<file path="src/rtl/collision_fsm_pkg.sv">
// rtl/collision_fsm_pkg.sv - shared state encoding and geometry defaults for collision_fsm
package collision_fsm_pkg;

  typedef enum logic [1:0] {
    ST_IDLE = 2'd0,
    ST_RUN  = 2'd1,
    ST_SCAN = 2'd2,
    ST_OVER = 2'd3
  } state_t;

  localparam int BIRD_X_DEF   = 400;
  localparam int BIRD_W_DEF   = 40;
  localparam int BIRD_H_DEF   = 40;
  localparam int PIPE_W_DEF   = 80;
  localparam int GAP_HALF_DEF = 100;
  localparam int SCREEN_H_DEF = 900;

endpackage

</file>
<file path="src/rtl/pipe_hit_check.sv">
// rtl/pipe_hit_check.sv - combinational bird-versus-one-pipe overlap test
module pipe_hit_check
  import collision_fsm_pkg::*;
#(
  parameter int BIRD_X   = BIRD_X_DEF,
  parameter int BIRD_W   = BIRD_W_DEF,
  parameter int BIRD_H   = BIRD_H_DEF,
  parameter int PIPE_W   = PIPE_W_DEF,
  parameter int GAP_HALF = GAP_HALF_DEF
) (
  input  logic [11:0] bpos_y,
  input  logic [11:0] px,
  input  logic [11:0] py,
  output logic        hit
);

  localparam logic [12:0] BX  = 13'(BIRD_X);
  localparam logic [12:0] BXW = 13'(BIRD_X + BIRD_W);
  localparam logic [12:0] BH  = 13'(BIRD_H);
  localparam logic [12:0] PW  = 13'(PIPE_W);
  localparam logic [12:0] GH  = 13'(GAP_HALF);

  logic [12:0] by13, px13, py13, gap_top;
  logic        overlap;

  // 13-bit arithmetic keeps every sum from wrapping; gap top clamps at 0
  always_comb begin
    by13    = {1'b0, bpos_y};
    px13    = {1'b0, px};
    py13    = {1'b0, py};
    gap_top = (py13 < GH) ? 13'd0 : (py13 - GH);
    overlap = (BXW > px13) && (BX < (px13 + PW));
    hit     = overlap && ((by13 < gap_top) || ((by13 + BH) > (py13 + GH)));
  end

endmodule

</file>
<file path="src/rtl/collision_fsm.sv">
// rtl/collision_fsm.sv - game state FSM with sequential per-frame collision scan
module collision_fsm
  import collision_fsm_pkg::*;
#(
  parameter int BIRD_X   = BIRD_X_DEF,
  parameter int BIRD_W   = BIRD_W_DEF,
  parameter int BIRD_H   = BIRD_H_DEF,
  parameter int PIPE_W   = PIPE_W_DEF,
  parameter int GAP_HALF = GAP_HALF_DEF,
  parameter int SCREEN_H = SCREEN_H_DEF
) (
  input  logic        clk,
  input  logic        rst,
  input  logic        tick,
  input  logic        start_btn,
  input  logic [11:0] bpos_y,
  input  logic [11:0] pippos_x1,
  input  logic [11:0] pippos_x2,
  input  logic [11:0] pippos_x3,
  input  logic [11:0] pippos_y1,
  input  logic [11:0] pippos_y2,
  input  logic [11:0] pippos_y3,
  input  logic [3:0]  score,
  output logic        is_start,
  output logic        is_over,
  output logic [1:0]  hit_src,
  output logic [3:0]  best_score,
  output logic        busy
);

  localparam logic [12:0] BH = 13'(BIRD_H);
  localparam logic [12:0] SH = 13'(SCREEN_H);

  state_t      state, state_d;
  logic [1:0]  idx;
  logic [11:0] snap_y;
  logic [11:0] snap_px1, snap_px2, snap_px3;
  logic [11:0] snap_py1, snap_py2, snap_py3;
  logic [11:0] sel_px, sel_py;
  logic        pipe_hit, bound_hit, cur_hit;
  logic        start_en, snap_en, idx_inc, hit_en, done_en, clear_en;

  always_comb begin
    sel_px = snap_px1;
    sel_py = snap_py1;
    case (idx)
      2'd2:    begin sel_px = snap_px2; sel_py = snap_py2; end
      2'd3:    begin sel_px = snap_px3; sel_py = snap_py3; end
      default: begin sel_px = snap_px1; sel_py = snap_py1; end
    endcase
  end

  pipe_hit_check #(
    .BIRD_X  (BIRD_X),
    .BIRD_W  (BIRD_W),
    .BIRD_H  (BIRD_H),
    .PIPE_W  (PIPE_W),
    .GAP_HALF(GAP_HALF)
  ) u_pipe_hit_check (
    .bpos_y(snap_y),
    .px    (sel_px),
    .py    (sel_py),
    .hit   (pipe_hit)
  );

  assign bound_hit = (({1'b0, snap_y} + BH) >= SH) || (snap_y == 12'd0);
  assign cur_hit   = (idx == 2'd0) ? bound_hit : pipe_hit;

  always_comb begin
    state_d  = state;
    start_en = 1'b0;
    snap_en  = 1'b0;
    idx_inc  = 1'b0;
    hit_en   = 1'b0;
    done_en  = 1'b0;
    clear_en = 1'b0;
    case (state)
      ST_IDLE: if (start_btn) begin state_d = ST_RUN; start_en = 1'b1; end
      ST_RUN:  if (tick) begin state_d = ST_SCAN; snap_en = 1'b1; end
      ST_SCAN: begin
        if (cur_hit) begin
          state_d = ST_OVER;
          hit_en  = 1'b1;
        end else if (idx == 2'd3) begin
          state_d = ST_RUN;
          done_en = 1'b1;
        end else begin
          idx_inc = 1'b1;
        end
      end
      ST_OVER: if (start_btn) begin state_d = ST_IDLE; clear_en = 1'b1; end
      default: state_d = ST_IDLE;
    endcase
  end

  always_ff @(posedge clk) begin
    if (rst) begin
      state      <= ST_IDLE;
      is_start   <= 1'b0;
      is_over    <= 1'b0;
      hit_src    <= 2'd0;
      best_score <= 4'd0;
      busy       <= 1'b0;
      idx        <= 2'd0;
      snap_y     <= 12'd0;
      snap_px1   <= 12'd0;
      snap_px2   <= 12'd0;
      snap_px3   <= 12'd0;
      snap_py1   <= 12'd0;
      snap_py2   <= 12'd0;
      snap_py3   <= 12'd0;
    end else begin
      state <= state_d;
      if (start_en) is_start <= 1'b1;
      if (snap_en) begin
        snap_y   <= bpos_y;
        snap_px1 <= pippos_x1;
        snap_px2 <= pippos_x2;
        snap_px3 <= pippos_x3;
        snap_py1 <= pippos_y1;
        snap_py2 <= pippos_y2;
        snap_py3 <= pippos_y3;
        idx      <= 2'd0;
        busy     <= 1'b1;
      end
      if (idx_inc) idx <= idx + 2'd1;
      if (hit_en) begin
        is_over <= 1'b1;
        hit_src <= idx;
        busy    <= 1'b0;
        if (score > best_score) best_score <= score;
      end
      if (done_en) busy <= 1'b0;
      if (clear_en) begin
        is_start <= 1'b0;
        is_over  <= 1'b0;
        hit_src  <= 2'd0;
      end
    end
  end

endmodule

</file>
<file path="config.mk">
export PLATFORM = sky130hd
export DESIGN_NAME = collision_fsm
export DESIGN_NICKNAME = d
export VERILOG_FILES = /design/src/rtl/collision_fsm_pkg.sv /design/src/rtl/pipe_hit_check.sv /design/src/rtl/collision_fsm.sv
export SDC_FILE = /design/constraint.sdc
export NUM_CORES = 1
export LEC_CHECK = 0
export CAP_MARGIN = 20
export CORE_AREA = 4 4 103 105
export CTS_CLUSTER_DIAMETER = 200
export DETAILED_ROUTE_END_ITERATION = 10
export DIE_AREA = 0 0 107 109
export PLACE_DENSITY = 0.83
export SYNTH_ARGS = -nofsm -noshare
export SYNTH_HDL_FRONTEND = slang
export SYNTH_SLANG_ARGS = --single-unit
</file>
<file path="constraint.sdc">
create_clock -name clk -period 6.6 [get_ports clk]
set_input_delay 1.32 -clock clk [delete_from_list [all_inputs] [get_ports clk]]
set_output_delay 1.32 -clock clk [all_outputs]
set_load 0.03 [all_outputs]
</file>
# Word level (Yosys, flattened, before mapping)
# Cells that the tools add are included.
[op_classes]
addsub = 5
mul = 0
div_mod_pow = 0
magnitude_cmp = 7
eq_ne = 9
shifts = 0
n_mux = 25
n_bitwise = 0
n_reduce_logical = 12
[op_table]
columns = ["op", "n"]
rows = [
  ["12-bit case mux with 2 select lines", 2],
  ["12-bit by 7-bit adder with 13-bit output (second input constant)", 2],
  ["1-bit two-way mux", 14],
  ["2-bit two-way mux", 7],
  ["12-bit by 6-bit adder with 13-bit output (second input constant)", 1],
  ["13-bit by 10-bit >= comparator with 1-bit output (second input constant)", 1],
  ["13-bit > comparator", 1],
  ["12-bit by 13-bit < comparator with 1-bit output", 1],
  ["9-bit by 13-bit < comparator with 1-bit output (first input constant)", 1],
  ["13-bit two-way mux", 1],
  ["12-bit by 7-bit subtractor with 13-bit output (second input constant)", 1],
  ["9-bit by 12-bit > comparator with 1-bit output (first input constant)", 1],
  ["12-bit zero test", 1],
  ["12-bit by 7-bit < comparator with 1-bit output (second input constant)", 1],
  ["2-bit == test (second input constant)", 4],
  ["2-bit case mux with 4 select lines", 1],
  ["2-bit inequality test (second input constant)", 3],
  ["4-bit > comparator", 1],
  ["2-bit zero test", 2],
  ["4-bit AND reduction", 1],
  ["3-bit inequality test (second input constant)", 1],
  ["3-bit OR reduction", 1],
  ["2-bit by 1-bit adder with 2-bit output (second input constant)", 1],
  ["2-bit by 1-bit == test with 1-bit output (second input constant)", 1],
  ["other kinds (5)", 7],
]
[totals]
regBits = 97
latchBits = 0
ramBits = 0
mem_bits_ro = 0
inputBits = 92
output_inout_bits = 9
wordCells = 72
mem_count = 0

# Depth between registers and ports, before layout
# Gate-level depths: netlist (run 1).
[depth]
depth_word = 11
mapped_depth = 19
depth_no_buf = 18

# Cells and area by module
# A second synthesis (run 1) with hierarchy kept.
[hier_totals]
cells_unflattened = 725
area_unflattened_um2 = 5413.9
[by_module_without_submodules]
columns = ["module", "instances", "cells_each", "area_per_inst_um2", "seq_area_each_um2"]
rows = [
  ["collision_fsm", 1, 560, 4187.8, 1941.9],
  ["pipe_hit_check", 1, 165, 1226.2, 0.0],
]

# Worst setup path before layout (run 1)
# No wires, ideal clock.
[synth_timing]
path_kind = "reg2reg"
from = "register idx[0]"
to = "register idx[0]"
setup_time_ns = 0.121
t_arrival_ns = 3.855
required_time_ns = 6.479
slack_ns = 2.624
path_stages_with_launch = 19
n_path_buf = 1
synth_period_minus_slack_ns = 3.976
path_cell_list = "dfxtp_1 > inv_1 > ha_1 > buf_6 > a22o_1 > a21oi_1 > inv_1 > ha_1 > a21oi_1 > nor2_1 > xor2_1 > ha_1 > a21o_1 > a2111oi_0 > a21boi_0 > a221o_1 > a22oi_4 > nand2_4 > mux2_4"
[synth_between]
elab_chain_cells = 11
elab_cells_between_ends = 24
cone_classes = "add/sub: 4; order compare: 5; eq/ne: 2; mux: 8; reduce/logical: 5"
[synth_rtl]
columns = ["item", "line_no", "source"]
rows = [
  ["start: declaration", "collision_fsm.sv:35", "logic [1:0] idx;"],
  ["start signal: assignment", "collision_fsm.sv:126", "if (idx_inc) idx <= idx + 2'd1;"],
  ["2-bit == test (on tied branches)", "collision_fsm.sv:46, collision_fsm.sv:84", ""],
  ["12-bit case mux with 2 select lines", "collision_fsm.sv:46", "case (idx)"],
  ["12-bit by 7-bit subtractor with 13-bit output or 12-bit by 7-bit < comparator with 1-bit output (tied branches)", "pipe_hit_check.sv:31", "gap_top = (py13 < GH) ? 13'd0 : (py13 - GH);"],
  ["13-bit two-way mux", "pipe_hit_check.sv:31", ""],
  ["12-bit by 13-bit < comparator with 1-bit output", "pipe_hit_check.sv:33", "hit = overlap && ((by13 < gap_top) || ((by13 + BH) > (py13 + GH)));"],
  ["1-bit logical OR", "pipe_hit_check.sv:33", ""],
  ["1-bit logical AND", "pipe_hit_check.sv:33", ""],
  ["1-bit two-way mux", "collision_fsm.sv:67", "assign cur_hit = (idx == 2'd0) ? bound_hit : pipe_hit;"],
  ["1-bit two-way mux", "collision_fsm.sv:81", "if (cur_hit) begin"],
  ["1-bit two-way mux", "collision_fsm.sv:77", "case (state)"],
  ["2-bit two-way mux or 2-bit nonzero test (tied branches)", "-", ""],
]
# Parallel ways exist; a longest one is shown, timed or not.
# A chain may end at the register's enable or synchronous reset.

# Worst setup path in the final report (run 1)
# Ends and elaborated chain as after synthesis.

==> results of run 1 <==
==> worst max-delay path, cell delays in order, from the launching register on <==
cell	delay (ns)
dfxtp_1	0.41
inv_1	0.11
ha_1	0.51
nor2_2	0.82
a21oi_1	0.36
a311o_2	0.49
and3_1	0.23
nand2_1	0.10
xnor2_1	0.12
nand2_1	0.08
ha_1	0.32
a21o_1	0.12
a21oi_1	0.07
nor2b_1	0.13
and4_1	0.16
a221o_1	0.34
a22oi_4	0.28
nand2_4	0.09
mux2_4	0.30
==> kinds of logic (layout without fill, tap and decap cells) <==
family          count (synthesis)  in the layout
mux                             8              8
flops                          97             97
buf+inv                        55            138
xor+xnor                       19             19
fa+ha+maj                      36             36
simple gates                  274            274
compound gates                184            184
==> synth_stat cells, types with 3 or more instances <==
library cell  number  area share [%]
nand2_1          192              14
a21oi_1          118              11
dfxtp_1           97              37
ha_1              36             8.6
clkbuf_1          24             1.7
inv_1             19             1.4
a22o_1            18             3.0
nor2_1            17             1.2
xnor2_1           14             2.3
nand2b_1          12             1.4
nor3_1            11             1.1
o21ai_0           11             1.1
a21o_1             8             1.1
mux2i_1            7             1.3
buf_1              6            0.43
and3_1             5            0.60
nand3_1            5            0.48
nor2b_1            5            0.60
xor2_1             5            0.84
nand4_1            4            0.48
nor4_1             4            0.48
buf_4              3            0.43
o31ai_1            3            0.43
==> layout make-up <==
class / instances / area, sq um
fillers: 850 / 3177
multi-input cells: 521 / 3063
flip-flops and latches: 97 / 1942
repair buffers: 103 / 1018
well taps: 133 / 166.4
clock buffers: 10 / 127.6
clock inverters: 6 / 73.82
inverters: 19 / 71.32
==> cells in the final DEF, fill, tap and decap left out, types with 12 or more instances in the layout <==
cell	netlist	routed
clkdlybuf4s50_1	0	99
ha_1	36	36
xnor2_1	14	14
nor2_1	17	17
a22o_1	18	18
dfxtp_1	97	97
nand2b_1	12	12
inv_1	19	19
nand2_1	192	192
a21oi_1	118	118
==> stage by stage <==
stage / std cells / setup slack (ns)
6_report: 889 / 1.465
5_1_grt: 889 / 1.041
4_1_cts: 889 / 1.467
3_5_place_dp: 873 / 1.482
3_3_place_gp: 873 / 1.631
2_1_floorplan: 673 / 2.624
==> power by group through the flow <==
stage / registers [uW] / clock network (uW) / logic [uW]
CTS: 631 / 406 / 251
finish: 631 / 399 / 250
detailed placement: 644 / 0 / 250
global route: 634 / 430 / 280
floorplan: 642 / 0 / 153
global placement: 643 / 0 / 245
==> routing by layer <==
metal / vias up / routed length (microns) / share of wire (%) / GRT usage, %
met5: - / 0 / 0 / 0
met4: 0 / 196 / 1.5 / 7.032
met3: 17 / 680 / 5.3 / 3.316
met2: 137 / 6143 / 47 / 38.53
met1: 2221 / 5919 / 46 / 29.41
li1: 2474 / - / - / -
==> state kept, by name (all words and copies together), names as in the netlist <==
name and count:
snap_px1 12, is_start 1, snap_py2 12, idx 2
busy 1, snap_px2 12, is_over 1, snap_y 12
snap_py1 12, best_score 4, snap_py3 12, snap_px3 12
hit_src 2, state 2
==> worst min path at each step <==
stage	startpoint	to	slack, ns	cells past startpoint
after floorplan	snap_px1[2]$_SDFFE_PP0P_	snap_px1[2]$_SDFFE_PP0P_	0.44	2
after global placement	snap_px3[7]$_SDFFE_PP0P_	snap_px3[7]$_SDFFE_PP0P_	0.44	2
after detailed placement	snap_px3[7]$_SDFFE_PP0P_	snap_px3[7]$_SDFFE_PP0P_	0.45	2
after CTS	snap_px3[7]$_SDFFE_PP0P_	snap_px3[7]$_SDFFE_PP0P_	0.46	2
after global routing	snap_px1[2]$_SDFFE_PP0P_	snap_px1[2]$_SDFFE_PP0P_	0.48	2
final	snap_py2[11]$_SDFFE_PP0P_	snap_py2[11]$_SDFFE_PP0P_	0.46	2
==> reports/metrics.csv, run 1 <==
stage,metric,value,unit
layout,area_growth,23.51,%
synthesis,syn_area,5233,sq um
layout,drive_above_1_share,4.233,%
clock_tree,cts_tree,built,
clock_tree,post-cts-setup-buffer-count,0,
critical_path,reg2reg_to,idx[0]$_SDFFE_PP0P_,
synthesis,synthXorXnorAreaFrac,3.180,%
layout,post-route-util,67.04,%
global_routing,overflow,0,
sta,timing.hold.ws,0.4604,ns
placed_design,dpl.hpwl,9.705,mm
sta,slew_viol_final,0,
sta,fin_skew,0.01892,ns
pwr,clkPwrFrac,31.2,%
pwr,p_seq_share,49.3,%
layout,nets,879,
synthesis,yosysWarnings,0,
sta,rsz0062_at_grt,no,
synthesis,synthAdderAreaFrac,8.608,%
sta,worstMarginPinSlew,0.9818,ns
critical_path,crit_type,flop to flop,
route,postRouteAntennaNets,0,
pwr,fin_total_pwr,1279,uW
route,vias,4849,
sta,hold_violations,0,
synthesis,synth_top_family_by_area,simple AND/OR/NAND/NOR gates,
sta,fmaxAchievable,194.7,MHz
critical_path,r2r_setup_slack,1.46,ns
synthesis,synth_cell_type_count,57,
sta,fin_crit_sh,77.80,%
floorplanning,dieArea,11660,sq um
floorplanning,die_x,107,microns
global_routing,grt_max_degree,102,
pwr,power_switching,363.8,uW
hold_path,hold_class,flop to flop,
clock_tree,htreeDepth,3,
critical_path,cp_max_fo,24,
synthesis,yosys.area_share.simple,23.22,%
synthesis,async_flop_share,0,%
sta,min_period,5.135,ns
sta,fin_tns_setup,0,ns
flow_run,drv_cap,0,
route,routed_wl,12.94,mm
route,dr.pass1.iters,5,
synthesis,synth_edf_count,0,
synthesis,synth_nets,801,
critical_path,critPathArrivalTime,5.37,ns
clock_tree,cts_hold_buf,0,
outcome,status,finished clean,
route,wl_per_cell,14.55,microns
global_routing,grt_pass1_vias,4708,
pwr,p_int,915.7,uW
layout,antennaDiodeCount,0,
critical_path,cp-endpoint,idx[0]$_SDFFE_PP0P_,
clock_tree,cts-root-buf,clkbuf_8,
route,viasPerCell,5.454,
route,drc,0,
pwr,p_leak,0.002424,uW
critical_path,worstReg2RegStart,idx[0]$_SDFFE_PP0P_,
critical_path,critPathLaunch,idx[0]$_SDFFE_PP0P_,
synthesis,ys_seq_elements,97,
floorplanning,core-area,9639,sq um
clock_tree,cts.clk_slew.worst_paths,0.09,ns
floorplanning,start_util,54.28,%
synthesis,seq_area_frac_synth,37.11,%
synthesis,synth_cells,673,
clock_tree,clock-sinks,97,
clock_tree,cts_buffers,9,
placed_design,routabilityCongestion,0.8842,
route,drt_first_iter_violations,224,
global_routing,antenna_found_initial,0,
synthesis,synthMuxAreaShare,1.626,%
placed_design,port_buffers,100,
critical_path,endpoint_kind,flop,
synthesis,syn_area_per_cell,7.775,sq um
clock_tree,clock_path_buffers,2,
pwr,combPwrFrac,19.5,%
clock_tree,ctsResizeCount,0,
sta,finalSetupViolations,0,
synthesis,synth_compound_area_share,21.78,%
clock_tree,insertion_delay,0.36,ns
global_routing,grt_pass1_wl,21.45,mm
pwr,swShare,28.43,%
floorplanning,die_y,109,microns
sta,relSlewSlack,34.55,%
pwr,powerDensity,198.0,nW/um^2
global_routing,grt_usage,22.50,%
critical_path,start_kind,flop,
pwr,vdd_drop_max,132.3,uV
critical_path,reg2reg_depth,18,
synthesis,synthFlopType,dfxtp_1,
layout,design_area,6462,sq um
critical_path,crit_required,6.84,ns
floorplanning,io_pins,101,
placed_design,placed_area,6261,sq um
floorplanning,core.rowCount,36,
No activity file was read; power rests on OpenSTA's default activity.
==> run 2: changes to the inputs <==
--- a/config.mk
+++ b/config.mk
@@ -6,11 +6,11 @@
 export NUM_CORES = 1
 export LEC_CHECK = 0
 export CAP_MARGIN = 20
-export CORE_AREA = 4 4 103 105
+export CORE_AREA = 4 4 111 113
 export CTS_CLUSTER_DIAMETER = 200
 export DETAILED_ROUTE_END_ITERATION = 10
-export DIE_AREA = 0 0 107 109
-export PLACE_DENSITY = 0.83
+export DIE_AREA = 0 0 115 117
+export PLACE_DENSITY = 0.75
 export SYNTH_ARGS = -nofsm -noshare
 export SYNTH_HDL_FRONTEND = slang
 export SYNTH_SLANG_ARGS = --single-unit
==> constraint.sdc (replaced) <==
create_clock -name clk -period 4.5 [get_ports clk]
set_input_delay 0.9 -clock clk [delete_from_list [all_inputs] [get_ports clk]]
set_output_delay 0.9 -clock clk [all_outputs]
set_load 0.03 [all_outputs]
==> reports/metrics.csv, run 2 (same netlist as run 1, synthesis figures left out) <==
stage,metric,value,unit
outcome,status,finished clean,
layout,fillCellCount,1052,
placed_design,routabilityCongestion,0.9049,
sta,min_period,4.291,ns
global_routing,antenna_found_initial,0,
clock_tree,cts_hold_buf,0,
sta,timing.final.ws_setup,0.2088,ns
layout,nets,890,
global_routing,grt_max_degree,61,
sta,hold_violations,0,
critical_path,crit_type,flop to flop,
layout,antennaDiodeCount,0,
sta,worstMarginPinSlew,1.014,ns
hold_path,hold_class,flop to flop,
floorplanning,die_y,117,microns
placed_design,dpl.hpwl,10.71,mm
clock_tree,htreeDepth,3,
route,routed_wl,13.92,mm
route,wl_per_cell,15.30,microns
pwr,power_switching,557.1,uW
critical_path,crit_required,4.74,ns
placed_design,pre_cts_ws,0.01506,ns
critical_path,cp_max_fo,5,
global_routing,overflow,0,
global_routing,grt_pass1_wl,22.41,mm
pwr,swShare,27.15,%
sta,finalSetupViolations,0,
floorplanning,io_pins,101,
route,postRouteAntennaNets,0,
route,viasPerCell,5.397,
layout,final_cell_mix,"nand2_1, a21oi_1, clkdlybuf4s50_1, dfxtp_1, ha_1",
route,drt_first_iter_violations,226,
critical_path,endpoint_kind,flop,
placed_design,port_buffers,100,
sta,fin_tns_setup,0,ns
route,drc,0,
global_routing,grt_pass1_vias,4797,
pwr,clkPwrFrac,36.3,%
flow_run,drv_cap,0,
floorplanning,dieArea,13460,sq um
floorplanning,core-area,11320,sq um
layout,mostFrequentLayoutCell,nand2_1,
route,vias,4911,
floorplanning,die_x,115,microns
pwr,p_int,1495,uW
critical_path,start_kind,flop,
clock_tree,clock-sinks,97,
sta,slew_viol_final,0,
pwr,combPwrFrac,18.5,%
clock_tree,cts-root-buf,clkbuf_16,
floorplanning,core.rowCount,39,
clock_tree,clock_path_buffers,2,
pwr,vdd_drop_max,245.2,uV
sta,relSlewSlack,32.39,%
layout,area_growth,28.05,%
sta,fin_crit_sh,95.36,%
floorplanning,start_util,46.22,%
clock_tree,insertion_delay,0.35,ns
clock_tree,cts_tree,built,
sta,rsz0062_at_grt,no,
layout,drive_above_1_share,6.389,%
route,dr.pass1.iters,7,
global_routing,grt_usage,20.86,%
clock_tree,cts.clk_slew.worst_paths,0.07,ns
critical_path,critPathArrivalTime,4.53,ns
sta,fin_skew,0.009331,ns
pwr,powerDensity,306.3,nW/um^2
pwr,p_leak,0.002539,uW
pwr,p_seq_share,45.1,%
clock_tree,cts_buffers,9,
sta,fmaxAchievable,233.0,MHz
run 2: cell types whose count changed in the layout (fill, tap and decap cells not counted), sizes merged:
cell,before,now
inv,22,21
buf,4,15
bufinv,1,0
clkinv,0,1
clkbuf,10,12
clkinvlp,2,1
run 2: what timing repair did:
action                     4_1_cts  5_1_grt
buffers inserted                 0        0
gates resized for setup          0        8
setup endpoints to repair        0       12
run 2: area by class of cell:
cell class              count  area (sq um)  area share, %
clock inverters             4         33.78         0.5042
multi-input cells         521          3092          46.14
repair buffers            114          1126          16.81
flip-flops and latches     97          1942          28.98
clock buffers              12         256.5          3.828
inverters                  19         71.32          1.064
well taps                 143         178.9          2.670
run 2: worst max-delay path, stage by stage (launching register included):
cell,delay [ns]
dfxtp_1,0.39
inv_1,0.10
ha_1,0.26
buf_4,0.17
buf_4,0.15
a22o_1,0.23
a21oi_1,0.19
buf_4,0.18
nand2_1,0.08
a21oi_1,0.20
nor2_1,0.11
xnor2_1,0.13
ha_1,0.31
a21oi_1,0.15
nor2b_1,0.07
a2111oi_2,0.35
a21boi_0,0.14
a221o_1,0.31
a22oi_4,0.27
nand2_4,0.09
mux2_4,0.30
run 2: worst paths after layout:
kind / from / depth (start not counted) / slack (ns) / end
worst max-delay path: idx[0]$_SDFFE_PP0P_ / 20 / 0.21 / idx[0]$_SDFFE_PP0P_
worst min-delay path: snap_px1[2]$_SDFFE_PP0P_ / 2 / 0.45 / snap_px1[2]$_SDFFE_PP0P_
worst max register to register: idx[0]$_SDFFE_PP0P_ / 20 / 0.21 / idx[0]$_SDFFE_PP0P_
worst min register to register: snap_px1[2]$_SDFFE_PP0P_ / 2 / 0.45 / snap_px1[2]$_SDFFE_PP0P_
run 2: layer usage:
metal	wire length [microns]	vias to the layer above	global-route usage, %	part of all wire [%]
met4	215	0	5.869	1.5
met3	753	18	5.501	5.4
met2	6723	130	35.65	48
li1	-	2496	-	-
met1	6231	2267	26.07	45
met5	0	-	0	0
run 2: metrics by stage:
step | instances | hold slack, ns | utilization [%] | instance area [sq um] | power, uW
after floorplan | 673 | 0.4360 | - | 5233 | 1166
after global placement | 893 | 0.4427 | 56.19 | 6361 | 1309
after detailed placement | 894 | 0.4468 | 56.37 | 6381 | 1323
after CTS | 910 | 0.4559 | 58.93 | 6671 | 2068
after global routing | 910 | 0.4734 | 59.18 | 6700 | 2145
final | 910 | 0.4547 | 59.18 | 6700 | 2052
run 2: power by group through the flow:
stage / Clock [uW] / Sequential, uW / Combinational [uW]
finish: 745 / 926 / 381
floorplan: 0 / 941 / 224
global route: 792 / 930 / 423
global placement: 0 / 944 / 365
CTS: 763 / 925 / 380
detailed placement: 0 / 945 / 378
==> run 3: changes to the inputs <==
--- a/config.mk
+++ b/config.mk
@@ -14,3 +14,4 @@
 export SYNTH_ARGS = -nofsm -noshare
 export SYNTH_HDL_FRONTEND = slang
 export SYNTH_SLANG_ARGS = --single-unit
+export TNS_END_PERCENT = 100
==> results of run 3 <==
Same layout as run 2: the final DEF is identical, and so are final timing and power.
